### src/rtl/riscv_pkg.sv
// rtl/riscv_pkg.sv - shared RISC-V constants and the IF/ID payload type
package riscv_pkg;

  localparam int          XLEN         = 32;
  localparam logic [31:0] NOP_INSTR    = 32'h0000_0013;
  localparam logic [31:0] RESET_VECTOR = 32'h0000_0000;

  typedef struct packed {
    logic [XLEN-1:0] instr;
    logic [XLEN-1:0] pc;
    logic [XLEN-1:0] pc_plus4;
  } if_id_t;

endpackage

### src/rtl/pc_register.sv
// rtl/pc_register.sv - program counter flop with word-aligned load, increment and hold
module pc_register #(
  parameter logic [31:0] RESET_PC = 32'h0000_0000
) (
  input  logic        clk,
  input  logic        reset,
  input  logic        load,
  input  logic [29:0] load_word,
  input  logic        inc,
  output logic [31:0] pc
);

  // Load takes a word index, so the loaded PC is aligned by construction.
  always_ff @(posedge clk) begin
    if (reset) begin
      pc <= RESET_PC;
    end else if (load) begin
      pc <= {load_word, 2'b00};
    end else if (inc) begin
      pc <= pc + 32'd4;
    end
  end

endmodule

### src/rtl/instruction_fetch_unit.sv
// rtl/instruction_fetch_unit.sv - fetch stage: PC, IF/ID register and decode handshake
module instruction_fetch_unit #(
  parameter logic [31:0] RESET_PC  = riscv_pkg::RESET_VECTOR,
  parameter logic [31:0] NOP_INSTR = riscv_pkg::NOP_INSTR
) (
  input  logic        clk,
  input  logic        reset,
  input  logic        fetch_en,
  output logic [31:0] imem_addr,
  input  logic [31:0] imem_rdata,
  input  logic        redirect_valid,
  input  logic [31:0] redirect_pc,
  output logic        if_valid,
  input  logic        id_ready,
  output logic [31:0] if_instr,
  output logic [31:0] if_pc,
  output logic [31:0] if_pc_plus4,
  output logic        misalign_err,
  output logic [31:0] fetch_count
);
  import riscv_pkg::*;

  logic        accept;
  logic        do_fetch;
  logic [31:0] pc;
  if_id_t      if_id_q;
  logic        if_valid_q;
  logic        misalign_q;
  logic [31:0] count_q;

  assign accept   = !if_valid_q || id_ready;
  assign do_fetch = accept && fetch_en && !redirect_valid;

  pc_register #(
    .RESET_PC (RESET_PC)
  ) u_pc (
    .clk       (clk),
    .reset     (reset),
    .load      (redirect_valid),
    .load_word (redirect_pc[31:2]),
    .inc       (do_fetch),
    .pc        (pc)
  );

  // Redirect drops the in-flight entry; payload is only written on a real fetch.
  always_ff @(posedge clk) begin
    if (reset) begin
      if_valid_q <= 1'b0;
      if_id_q    <= '{instr: NOP_INSTR, pc: RESET_PC, pc_plus4: RESET_PC + 32'd4};
      misalign_q <= 1'b0;
      count_q    <= 32'd0;
    end else if (redirect_valid) begin
      if_valid_q <= 1'b0;
      if (redirect_pc[1:0] != 2'b00) begin
        misalign_q <= 1'b1;
      end
    end else if (accept) begin
      if_valid_q <= fetch_en;
      if (fetch_en) begin
        if_id_q <= '{instr: imem_rdata, pc: pc, pc_plus4: pc + 32'd4};
        count_q <= count_q + 32'd1;
      end
    end
  end

  assign imem_addr    = pc;
  assign if_valid     = if_valid_q;
  assign if_instr     = if_id_q.instr;
  assign if_pc        = if_id_q.pc;
  assign if_pc_plus4  = if_id_q.pc_plus4;
  assign misalign_err = misalign_q;
  assign fetch_count  = count_q;

endmodule

### config.mk
export PLATFORM = sky130hd
export DESIGN_NAME = instruction_fetch_unit
export DESIGN_NICKNAME = d
export VERILOG_FILES = /design/src/rtl/riscv_pkg.sv /design/src/rtl/pc_register.sv /design/src/rtl/instruction_fetch_unit.sv
export SDC_FILE = /design/constraint.sdc
export NUM_CORES = 1
export LEC_CHECK = 0
export CAP_MARGIN = 0
export CORE_MARGIN = 2
export CORE_UTILIZATION = 45
export DETAILED_ROUTE_END_ITERATION = 6
export PLACE_DENSITY = 0.8
export SLEW_MARGIN = 20
export SYNTH_ARGS = -nofsm -noshare
export SYNTH_HDL_FRONTEND = slang
export SYNTH_HIERARCHICAL = 1
export SYNTH_SLANG_ARGS = --single-unit
### constraint.sdc
create_clock -name clk -period 6.45 [get_ports clk]
set_input_delay 1.935 -clock clk [delete_from_list [all_inputs] [get_ports clk]]
set_output_delay 1.935 -clock clk [all_outputs]
set_load 0.01 [all_outputs]
Word-level counts from Yosys, hierarchy flattened
Index checks and enable logic that the tools add are counted.
{ "op_classes": {"n_addsub": 2, "multipliers": 0, "div": 0, "order_cmp": 0, "n_eq_ne": 0, "n_shift": 0, "muxes": 2, "bitwise_logic": 1, "reduce_logical": 10} }
{ "op_table": {"columns": ["cell", "n"], "rows": [
  ["2-to-1 mux 32 bit", 2],
  ["adder 32 x 1 -> 32 bit, second input constant", 1],
  ["adder 32 x 3 -> 32 bit, second input constant", 1],
  ["nonzero test 2 bit", 2],
  ["AND reduction 3 bit", 1],
  ["logical AND 1 bit", 2],
  ["logical NOT 1 bit", 2],
  ["AND reduction 2 bit", 1],
  ["OR reduction 2 bit", 1],
  ["logical OR 1 bit", 1],
  ["inverter 1 bit", 1]
]} }
{ "word_totals": {"regBits": 162, "latch_bits": 0, "ram_bits": 0, "romBits": 0, "output_inout_bits": 162, "word_cells": 23, "memories": 0} }

Depth between registers and ports, before layout
Gate-level depths: netlist of run 1.
{ "logic_depth": {"word_depth": 6, "mapped_depth": 10} }

Cells and area by module
Netlist of run 1, hierarchy kept.
{ "by_module_without_submodules": {"columns": ["module", "n_inst", "cells_each", "area_per_inst_um2"], "rows": [
  ["instruction_fetch_unit", 1, 648, 5297.6],
  ["pc_register", 1, 251, 1929.4]
]} }

Worst setup path after synthesis of run 1
OpenSTA, ideal clock, no wires.
{ "synth_path": {"path_type": "input-to-reg", "from": "in redirect_valid", "to": "reg u_pc.pc[16]", "arrival_ns": 4.104, "required_ns": 6.359, "slack_ns": 2.256, "stages": 9, "path_cell_list": "and2b_2 > nand2_1 > inv_2 > clkbuf_1 > clkbuf_1 > buf_2 > nand2_1 > or4_1 > a311oi_1"} }
{ "synth_via": {"elab_chain_cells": 3, "elab_cells_between_ends": 4} }
{ "synth_lines": {"columns": ["item", "line_no", "source"], "rows": [
  ["from (decl)", "instruction_fetch_unit.sv:11", "input logic redirect_valid,"],
  ["logical NOT 1 bit", "instruction_fetch_unit.sv:32", "assign do_fetch = accept && fetch_en && !redirect_valid;"],
  ["logical AND 1 bit", "instruction_fetch_unit.sv:32", null],
  ["via do_fetch", "instruction_fetch_unit.sv:24", "logic do_fetch;"],
  ["nonzero test 2 bit (no source line)", null, null],
  ["to (signal assigned)", "pc_register.sv:18", "pc <= {load_word, 2'b00};"],
  ["to (signal assigned)", "pc_register.sv:20", "pc <= pc + 32'd4;"],
  ["to (decl)", "pc_register.sv:10", "output logic [31:0] pc"]
]} }
The timed path passes the listed nets, and every way through them passes these cells.
A chain may end at the register's enable or synchronous reset.

Worst setup path in the final report of run 1
{ "layout_path": {"from": "in redirect_valid", "to": "reg u_pc.pc[29]"} }
{ "layout_via": {"elab_chain_cells": 3, "elab_cells_between_ends": 4} }
{ "layout_lines": {"columns": ["item", "line_no"], "rows": [
  ["logical NOT 1 bit", "instruction_fetch_unit.sv:32"],
  ["logical AND 1 bit", "instruction_fetch_unit.sv:32"],
  ["nonzero test 2 bit (no source line)", null]
]} }
Several ways; a longest one is shown, not always the timed one.

==> results of run 1 <==
==> cell families after synthesis <==
| family | count (synthesis) | synth area share, % |
|---|---|---|
| AOI/OAI and AO/OA | 169 | 14.2 |
| xor gates and xnor gates | 59 | 7.15 |
| adders and majority gates | 3 | 0.519 |
| buffers and inverters | 75 | 4.50 |
| DFF | 158 | 43.8 |
| muxes | 1 | 0.139 |
| other | 1 | 0.0519 |
| and+or+nand+nor | 433 | 29.7 |
==> metrics by stage <==
| step | hold WS (ps) | power, mW | cells | setup WS [ps] | util, % |
|---|---|---|---|---|---|
| finish | 443 | 2.29 | 1323 | 2130 | 64.1 |
| global route | 467 | 2.38 | 1323 | 1900 | 64.1 |
| global placement | 438 | 1.37 | 1291 | 1730 | 60.6 |
| CTS | 446 | 2.31 | 1323 | 2150 | 64.1 |
| floorplan | 470 | 1.21 | 900 | 2260 | - |
| detailed placement | 439 | 1.38 | 1291 | 1700 | 60.6 |
==> path summary, 6_finish.rpt <==
| check | end | slack [ps] | cells after the start |
|---|---|---|---|
| max reg2reg | if_pc_plus4[18] | 3900 | 6 |
| max | u_pc/pc[29] | 2130 | 5 |
| min | misalign_err | 440 | 2 |
| min reg2reg | misalign_err | 440 | 2 |
==> critical path, stage by stage <==
cell	delay, ps
clkdlybuf4s50_1	580
buf_4	430
clkinv_1	850
and4_1	510
a2111oi_0	290
==> cells in the final DEF (no fill, tap or decap), drive strengths merged, types with 19 or more instances in the layout <==
cell type | synthesis | layout
clkdlybuf4s50 | 0 | 227
nor2 | 79 | 79
xnor2 | 34 | 34
dfxtp | 158 | 158
a21oi | 88 | 88
xor2 | 25 | 25
nor4 | 19 | 19
nand2 | 178 | 178
nand3 | 36 | 36
nand4 | 28 | 28
and3 | 20 | 20
a211oi | 40 | 40
clkbuf | 44 | 20
==> layout make-up <==
type / count / area [um2]
fillers: 1418 / 5670
multi-input cells: 667 / 3740
flip-flops and latches: 158 / 3160
repair buffers: 233 / 2320
clock buffers: 20 / 447
well taps: 216 / 270
clock inverters: 12 / 96.3
inverters: 17 / 66.3
==> per-layer routing <==
layer | vias up | track usage [%]
met1 | 3416 | 31.3
li1 | 3547 | -
met3 | 39 | 6.03
met5 | - | 0
met4 | 0 | 10.3
met2 | 316 | 39.9
==> sequential cells by signal (all words and copies together) (netlist names) <==
name / count
fetch_count: 32
if_instr: 32
if_pc: 32
if_pc_plus4: 30
u_pc/pc: 30
if_valid: 1
misalign_err: 1
==> power groups by stage <==
stage | Sequential (mW) | Combinational [mW] | Clock, mW
after detailed placement | 1.10 | 0.278 | 0
final | 1.08 | 0.279 | 0.936
after floorplan | 1.10 | 0.111 | 0
after global placement | 1.10 | 0.275 | 0
after global routing | 1.08 | 0.302 | 0.992
after CTS | 1.08 | 0.280 | 0.949
==> metrics.md, run 1 <==
| Metric | Value |
|---|---|
| Worst skew pair latency | 430 ps |
| Post-DP HPWL | 14.6 mm |
| Post-synth top cells | nand2_1, dfxtp_1, a21oi_1, nor2_1, clkbuf_1 |
| DRC viols | 0 |
| RSZ-0062 raised after global routing | no |
| Area share of the largest cell type after synthesis | 43.8% |
| Fin area | 10100 um2 |
| Crit path max fanout | 41 |
| Postcts setup bufs | 0 |
| Initial antenna violation count | 0 |
| Max layer used | met4 |
| Switch share | 25.7% |
| Setup TNS | 0 ps |
| Cells after synthesis | 899 |
| CTS tree | built |
| PostCTS Resize Cnt | 0 |
| Die height | 131 um |
| Synthesized area per cell | 8.04 um2 |
| CTS Buf Count | 17 |
| EDFF count, synth | 0 |
| Routed Antenna Nets | 0 |
| Hold Crit Class | reg2reg |
| Wirelength per Cell | 16.5 um |
| Worst-Margin Slew | 926 ps |
| Layout area overhead | 39.8% |
| Clk slew on worst S/H paths | 60 ps |
| Buffers on Ports | 228 |
| Crit Path Class | in2reg |
| Fin Clk Skew | 10.0 ps |
| GPL Wtd Cong | 0.845 |
| Part of the power in registers | 47.0% |
| Clk network pwr share | 40.8% |
| Async SR Flop Fraction | 0% |
| Placed inst area | 9560 um2 |
| Cell-internal power | 1.70 mW |
| Met2 wire length | 10.3 mm |
| Number of H-tree levels | 4 |
| CP startpoint kind | input pin |
| Slew Limit Headroom | 38.2% |
| Worst reg2reg startpoint | u_pc/pc[2] |
| Pleak | 3.39 nW |
| Status | completed |
| Distinct cells, synth | 63 |
| Root Buffer | clkbuf_16 |
| Yosys reg bits | 158 |
| First-pass GRT wire length | 33.0 mm |
| Max-cap violation count | 0 |
| Clock Tree Buf Depth | 2 |
| Seq/Total Area, Yosys | 43.8% |
| Synth area leader | dfxtp_1 |
| Largest net degree at the start of global routing | 89 |
| Die Area | 17100 um2 |
| Total global routing overflow | 0 |
| Post-Route M1 WL | 9.22 mm |
| Yosys Warn Count | 6 |
| Top post-synthesis cells by area | dfxtp_1, nand2_1, a21oi_1, a211oi_1, xnor2_1 |
| FP Rows | 46 |
| Final worst path period need | 4320 ps |
| Maximum VDD drop | 0.000189 V |
| Ys flop type | dfxtp_1 |
| Vias in the first global route | 6581 |
| Crit path launch | redirect_valid |
| Chip width | 131 um |
| CTS sink count | 158 |
| Initial DRC Count | 683 |
| Layout cells sized above 1 | 5.06% |
| Routed Wire Length | 21.8 mm |
| Power share of the combinational group | 12.2% |
| Achievable Freq | 232 MHz |
| Pre-Repair DR Iteration Count | 5 |
| Hold Path Origin | misalign_err |
| Core Box Area | 15800 um2 |
| Initial core utilization | 45.8% |
| Most frequent cell after synthesis | nand2_1 |
| Final-report hold violation count | 0 |
| Vias per cell | 5.53 |
| Max-slew violations | 0 |
| Psw | 0.590 mW |
| Synth Cell Area | 7230 um2 |
| # nets final | 1166 |
| Num ports | 231 |
| All-Layer GR Usage | 24.5% |
| Period utilisation layout | 67.0% |
| Crit. End Element | register |
| PwrDens | 227 nW/um2 |
| Final setup viols | 0 |
| Antenna Cells | 0 |
| Routed length on met3 | 1.78 mm |
| Post-CTS Hold Buffers | 0 |
| Total number of vias | 7318 |
| Worst Path Arrival | 4620 ps |
| CP required | 6750 ps |
Power figures use the tool's default switching activity.
==> inputs of run 2 (changes only) <==
- clock period: 6.45 -> 4.4 ns (I/O delays scaled with it)
==> run 2 against run 1 <==
  * Largest power group is now the clock network
  * Core utilization rose by 0.83 points
  * Critical endpoint is now u_pc/pc[30]
  * Total power is 57% higher
  * Count of clock-buffer cells in the layout fell by 1
  * Critical path type unchanged
==> metrics.md, run 2 (synthesis gave the netlist of run 1 again) <==
| Metric | Value |
|---|---|
| Largest net degree at the start of global routing | 75 (-16%) |
| Pre-Repair DR Iteration Count | 5 (unchanged) |
| Max-cap violation count | 0 (unchanged) |
| Final-report hold violation count | 0 (unchanged) |
| FF-to-FF End | if_pc_plus4[30] |
| Achievable Freq | 316 MHz |
| Setup TNS | 0 ps (unchanged) |
| Final worst path period need | 3160 ps |
| Met2 Track Usage GR | 40.9% (+1.0 points) |
| CP startpoint kind | input pin |
| Largest delay share family, worst path | buffers and inverters |
| Post-CTS Hold Buffers | 0 (unchanged) |
| Maximum VDD drop | 0.000268 V (+42%) |
| CP max stage cell | clkdlybuf4s50_1 |
| Pleak | 3.47 nW (+2.2%) |
| Placed Cells | 1296 (+0.39%) |
| Worst-Margin Slew | 984 ps (+58.1 ps) |
| Clk slew on worst S/H paths | 60 ps (about the same) |
| R2r setup slk | 1720 ps (-2180 ps) |
| Core Box Area | 15800 um2 (unchanged) |
| Total number of vias | 7325 (+0.096%) |
| CTS Buf Count | 17 (unchanged) |
| Slew Limit Headroom | 33.8% (-4.4 points) |
| Clock Tree Buf Depth | 2 (unchanged) |
| Crit path max fanout | 45 (+9.8%) |
| Routed Antenna Nets | 0 (unchanged) |
| CTS tree | built |
| Total global routing overflow | 0 (unchanged) |
| Crit. End Element | register |
| Initial DRC Count | 757 (+11%) |
| PwrDens | 351 nW/um2 (+55%) |
| Worst Path Arrival | 3470 ps (-1150 ps) |
| Layout cells sized above 1 | 5.49% (+0.43 points) |
| CP peak stage delay | 500 ps (-350 ps) |
| Routing usage on met3 | 7.53% (+1.5 points) |
| PostCTS Resize Cnt | 0 (unchanged) |
| Fin Clk Skew | 7.80 ps (-2.21 ps) |
| All-Layer GR Usage | 25.6% (+1.1 points) |
| DRC viols | 0 (unchanged) |
| Hold Path Origin | misalign_err |
| Vias in the first global route | 6649 (+1.0%) |
| Worst reg2reg startpoint | u_pc/pc[2] |
| First-pass GRT wire length | 34.1 mm (+3.2%) |
| Placed inst area | 9600 um2 (+0.39%) |
| Final setup viols | 0 (unchanged) |
| Num ports | 231 (unchanged) |
| Most frequent cells in the layout | clkdlybuf4s50_1, nand2_1, dfxtp_1, a21oi_1, nor2_1 |
| Worst skew pair latency | 430 ps (about the same) |
| Antenna Cells | 0 (unchanged) |
| Layout area overhead | 41.6% |
| Status | completed |
| Chip width | 131 um (unchanged) |
| # nets final | 1171 (+0.43%) |
| Period utilisation layout | 71.9% |
| Pre-CTS setup slack | 819 ps (-885 ps) |
| Crit Path Class | in2reg |
| Root Buffer | clkbuf_16 |
| Routed Wire Length | 22.3 mm (+2.3%) |
| Buffers on Ports | 228 (unchanged) |
| Non-filler cells, final | 1327 (+0.30%) |
| CP required | 4710 ps (-2040 ps) |
| Worst r2r path cells | 6 (unchanged) |
| Final WS setup | 1240 ps (-893 ps) |
| Fin area | 10200 um2 (+1.3%) |
| Global route hottest layer | met2 |
| WP buf/inv | 3 (unchanged) |
| Initial antenna violation count | 0 (unchanged) |
| RSZ-0062 raised after global routing | no |
| Post-DP HPWL | 15.2 mm (+3.7%) |
| Wirelength per Cell | 16.8 um (+2.0%) |
| CTS sink count | 158 (unchanged) |
| Vias per cell | 5.52 (-0.21%) |
| Final Util | 64.9% (+0.83 points) |
| Die height | 131 um (unchanged) |
| Die Area | 17100 um2 (unchanged) |
| Commonest non-fill, non-tap cell in the layout | clkdlybuf4s50_1 |
| Min-Delay Endpoint | misalign_err |
| Postcts setup bufs | 0 (unchanged) |
| Hold Crit Class | reg2reg |
| Max-slew violations | 0 (unchanged) |
| Met1 Track Usage GR | 33.3% (+2.0 points) |
| Hold path cells | 2 (unchanged) |
| Critical Path, Cell by Cell | clkdlybuf4s50_1 -> and2b_2 -> nand2_2 -> inv_4 -> buf_4 -> nor3b_1 -> a21oi_1 -> nor2_1 -> or3_1 |
| Initial core utilization | 45.8% (unchanged) |
| Number of H-tree levels | 4 (unchanged) |
| FP Rows | 46 (unchanged) |
| GPL Wtd Cong | 0.899 (+6.3%) |
-- run 2: cell count changes in the layout (fill, tap and decap cells not counted), sizes merged --
cell / previous run / this run
bufinv: 1 / 5
clkbuf: 20 / 19
clkinv: 9 / 8
clkinvlp: 3 / 0
buf: 6 / 11
-- run 2: tightest hold or removal path, cell delays in order (launching register included) --
cell     delay (ps)
dfxtp_1         310
inv_1            50
a21oi_1          50
-- run 2: routing by layer --
layer / vias up / wire (um)
met5: - / 0
met3: 35 / 2100
met2: 338 / 10500
li1: 3552 / -
met1: 3400 / 9300
met4: 0 / 408
-- run 2: cell type report --
type / instances / area [um2]
multi-input cells: 667 / 3740
repair buffers: 238 / 2350
clock buffers: 19 / 443
clock inverters: 12 / 193
fillers: 1362 / 5540
well taps: 216 / 270
flip-flops and latches: 158 / 3160
inverters: 17 / 66.3
-- run 2: how the worst max path moves through the flow --
stage                        start     endpoint  slack, ps  cells after the start
global route        redirect_valid  u_pc/pc[30]       1070                      9
global placement    redirect_valid  u_pc/pc[30]        820                      9
detailed placement  redirect_valid  u_pc/pc[30]        820                      9
finish              redirect_valid  u_pc/pc[30]       1240                      9
CTS                 redirect_valid  u_pc/pc[30]       1240                      9
floorplan           redirect_valid  u_pc/pc[16]        820                      9
-- run 2: report_power, final --
group / switching, mW / internal (mW) / total, mW
Sequential: 0.0882 / 1.49 / 1.58
Combinational: 0.192 / 0.221 / 0.413
Clock: 0.587 / 1.01 / 1.60
Total: 0.867 / 2.73 / 3.60
-- run 2: metrics by stage --
step	hold slack, ps	power, mW
after floorplan	470	1.78
final	449	3.60
after CTS	453	3.62
after global placement	441	2.02
after global routing	470	3.72
after detailed placement	445	2.02
==> inputs of run 3 (changes only) <==
- clock period: 4.4 -> 3.3 ns (I/O delays scaled with it)
==> run 3 against run 2 <==
  * Routed wire length fell by 1.2%
  * Combinational power up 40%
  * Clock skew grew 1.3 ps
  * Sequential share of layout area down 0.25 points
  * Highest routed layer unchanged
  * Global-route usage shrank 0.17 points
  * Largest cell class unchanged
  * Final area is 0.81% higher
==> metrics.md, run 3 (synthesis gave the netlist of run 1 again) <==
| Metric | Value |
|---|---|
| Post-CTS Hold Buffers | 0 (unchanged) |
| Worst-Margin Slew | 814 ps (-171 ps) |
| Pre-CTS setup slack | 123 ps (-696 ps) |
| Fin Clk Skew | 9.09 ps (+1.28 ps) |
| Post-DP HPWL | 15.1 mm (-0.67%) |
| Max-slew violations | 0 (unchanged) |
| Largest net degree at the start of global routing | 68 (-9.3%) |
| CTS tree | built |
| Part of the power in registers | 43.5% (-0.5 points) |
| Antenna Cells | 0 (unchanged) |
| CP required | 3630 ps (-1080 ps) |
| Root Buffer | clkbuf_16 |
| PwrDens | 465 nW/um2 (+32%) |
| Crit. End Element | register |
| Slew Limit Headroom | 45.5% (+12 points) |
| Clock Tree Buf Depth | 2 (unchanged) |
| First-pass GRT wire length | 34.0 mm (-0.22%) |
| # nets final | 1183 (+1.0%) |
| Crit path max fanout | 12 (-73%) |
| Psw | 1.13 mW (+30%) |
| Period utilisation layout | 85.2% |
| Hold Crit Class | reg2reg |
| Number of H-tree levels | 4 (unchanged) |
| Worst Path Arrival | 3140 ps (-330 ps) |
| Clk slew on worst S/H paths | 60 ps (about the same) |
| Worst reg2reg startpoint | u_pc/pc[7] |
| FP Rows | 46 (unchanged) |
| Final-report hold violation count | 0 (unchanged) |
| FF-to-FF End | if_pc_plus4[16] |
| DRC viols | 0 (unchanged) |
| Maximum VDD drop | 0.000376 V (+40%) |
| Worst r2r path cells | 5 (-1) |
| Worst skew pair latency | 430 ps (about the same) |
| Switch share | 23.6% (-0.55 points) |
| Wirelength per Cell | 16.5 um (-2.0%) |
| Multi-input logic area | 3740 um2 (unchanged) |
| Power share of the combinational group | 12.1% (+0.6 points) |
| Initial core utilization | 45.8% (unchanged) |
| CTS Buf Count | 17 (unchanged) |
| All-Layer GR Usage | 25.4% (-0.17 points) |
| Routed Antenna Nets | 0 (unchanged) |
| Final setup viols | 0 (unchanged) |
| Total global routing overflow | 0 (unchanged) |
| Core Box Area | 15800 um2 (unchanged) |
| Achievable Freq | 356 MHz |
| Pre-Repair DR Iteration Count | 6 (+1) |
| Die height | 131 um (unchanged) |
| PostCTS Resize Cnt | 0 (unchanged) |
| Clk network pwr share | 44.4% (about the same) |
| Vias in the first global route | 6682 (+0.50%) |
| Crit path launch | redirect_valid |
| Commonest non-fill, non-tap cell in the layout | clkdlybuf4s50_1 |
| Setup TNS | 0 ps (unchanged) |
| Chip width | 131 um (unchanged) |
| Most frequent cells in the layout | clkdlybuf4s50_1, nand2_1, dfxtp_1, a21oi_1, nor2_1 |
| Die Area | 17100 um2 (unchanged) |
| Buffers on Ports | 228 (unchanged) |
| Postcts setup bufs | 0 (unchanged) |
| RSZ-0062 raised after global routing | no |
| R2r setup slk | 820 ps (-900 ps) |
| Final WS setup | 490 ps (-748 ps) |
| Status | completed |
| CP startpoint kind | input pin |
| Cell-internal power | 3.67 mW (+34%) |
| Max-cap violation count | 0 (unchanged) |
| Pleak | 3.52 nW (+1.5%) |
| Final worst path period need | 2810 ps |
| Layout cells sized above 1 | 6.15% (+0.66 points) |
| Initial DRC Count | 606 (-20%) |
| Register area | 3160 um2 (unchanged) |
| Crit Path Class | in2reg |
| Routed Wire Length | 22.1 mm (-1.2%) |
| Worst setup path end | u_pc/pc[17] |
| CTS sink count | 158 (unchanged) |
| Vias per cell | 5.50 (-0.35%) |
| # fillers | 1374 (+0.88%) |
| GPL Wtd Cong | 0.926 (+3.0%) |
| Total number of vias | 7360 (+0.48%) |
| Num ports | 231 (unchanged) |
| Layout area overhead | 42.8% |
| Initial antenna violation count | 0 (unchanged) |
| Hold path cells | 2 (unchanged) |
## run 3: area by class of cell
cell class                      instances  area share [%]
Multi-Input combinational cell        667            36.3
Sequential cell                       158            30.7
Timing Repair Buffer                  250            23.7
Clock buffer                           23            4.54
Tap cell                              216            2.62
Clock inverter                          7            1.55
Inverter                               17           0.643
## run 3: stage by stage
step | util, % | std cells | area (um2) | power [mW] | hold slack (ps)
final | 65.4 | 1338 | 10300 | 4.80 | 452
after global routing | 65.4 | 1338 | 10300 | 4.95 | 474
after CTS | 65.4 | 1338 | 10300 | 4.82 | 454
after detailed placement | 61.4 | 1308 | 9690 | 2.70 | 446
after global placement | 61.4 | 1308 | 9690 | 2.70 | 441
after floorplan | - | 900 | 7230 | 2.37 | 470
## run 3: power groups by stage
stage / registers, mW / clock network, mW / logic, mW
2_1_floorplan: 2.15 / 0 / 0.217
3_3_place_gp: 2.12 / 0 / 0.573
3_5_place_dp: 2.13 / 0 / 0.577
4_1_cts: 2.09 / 2.15 / 0.582
5_1_grt: 2.10 / 2.22 / 0.629
6_report: 2.09 / 2.13 / 0.579
## run 3: metal layers
layer	part of all wire (%)	wire length (um)	GRT usage, %	vias to the layer above
li1	-	-	-	3565
met4	2.2	488	9.14	0
met2	47	10400	41.9	329
met5	0	0	0	-
met3	8.7	1920	6.43	34
met1	42	9250	32.3	3432
## run 3: how the worst min path moves through the flow
stage,startpoint,endpoint
after floorplan,misalign_err,misalign_err
after global placement,if_pc[21],if_pc[21]
after detailed placement,if_instr[6],if_instr[6]
after CTS,if_instr[6],if_instr[6]
after global routing,if_instr[12],if_instr[12]
final,if_pc_plus4[3],if_pc_plus4[3]
## run 3: worst max-delay path: stages
cell and delay, ps:
clkdlybuf4s50_1 500, and2b_2 300, nand2_2 80, inv_4 130
and3_1 270, nand2_1 100, or4_1 480, a311oi_1 270
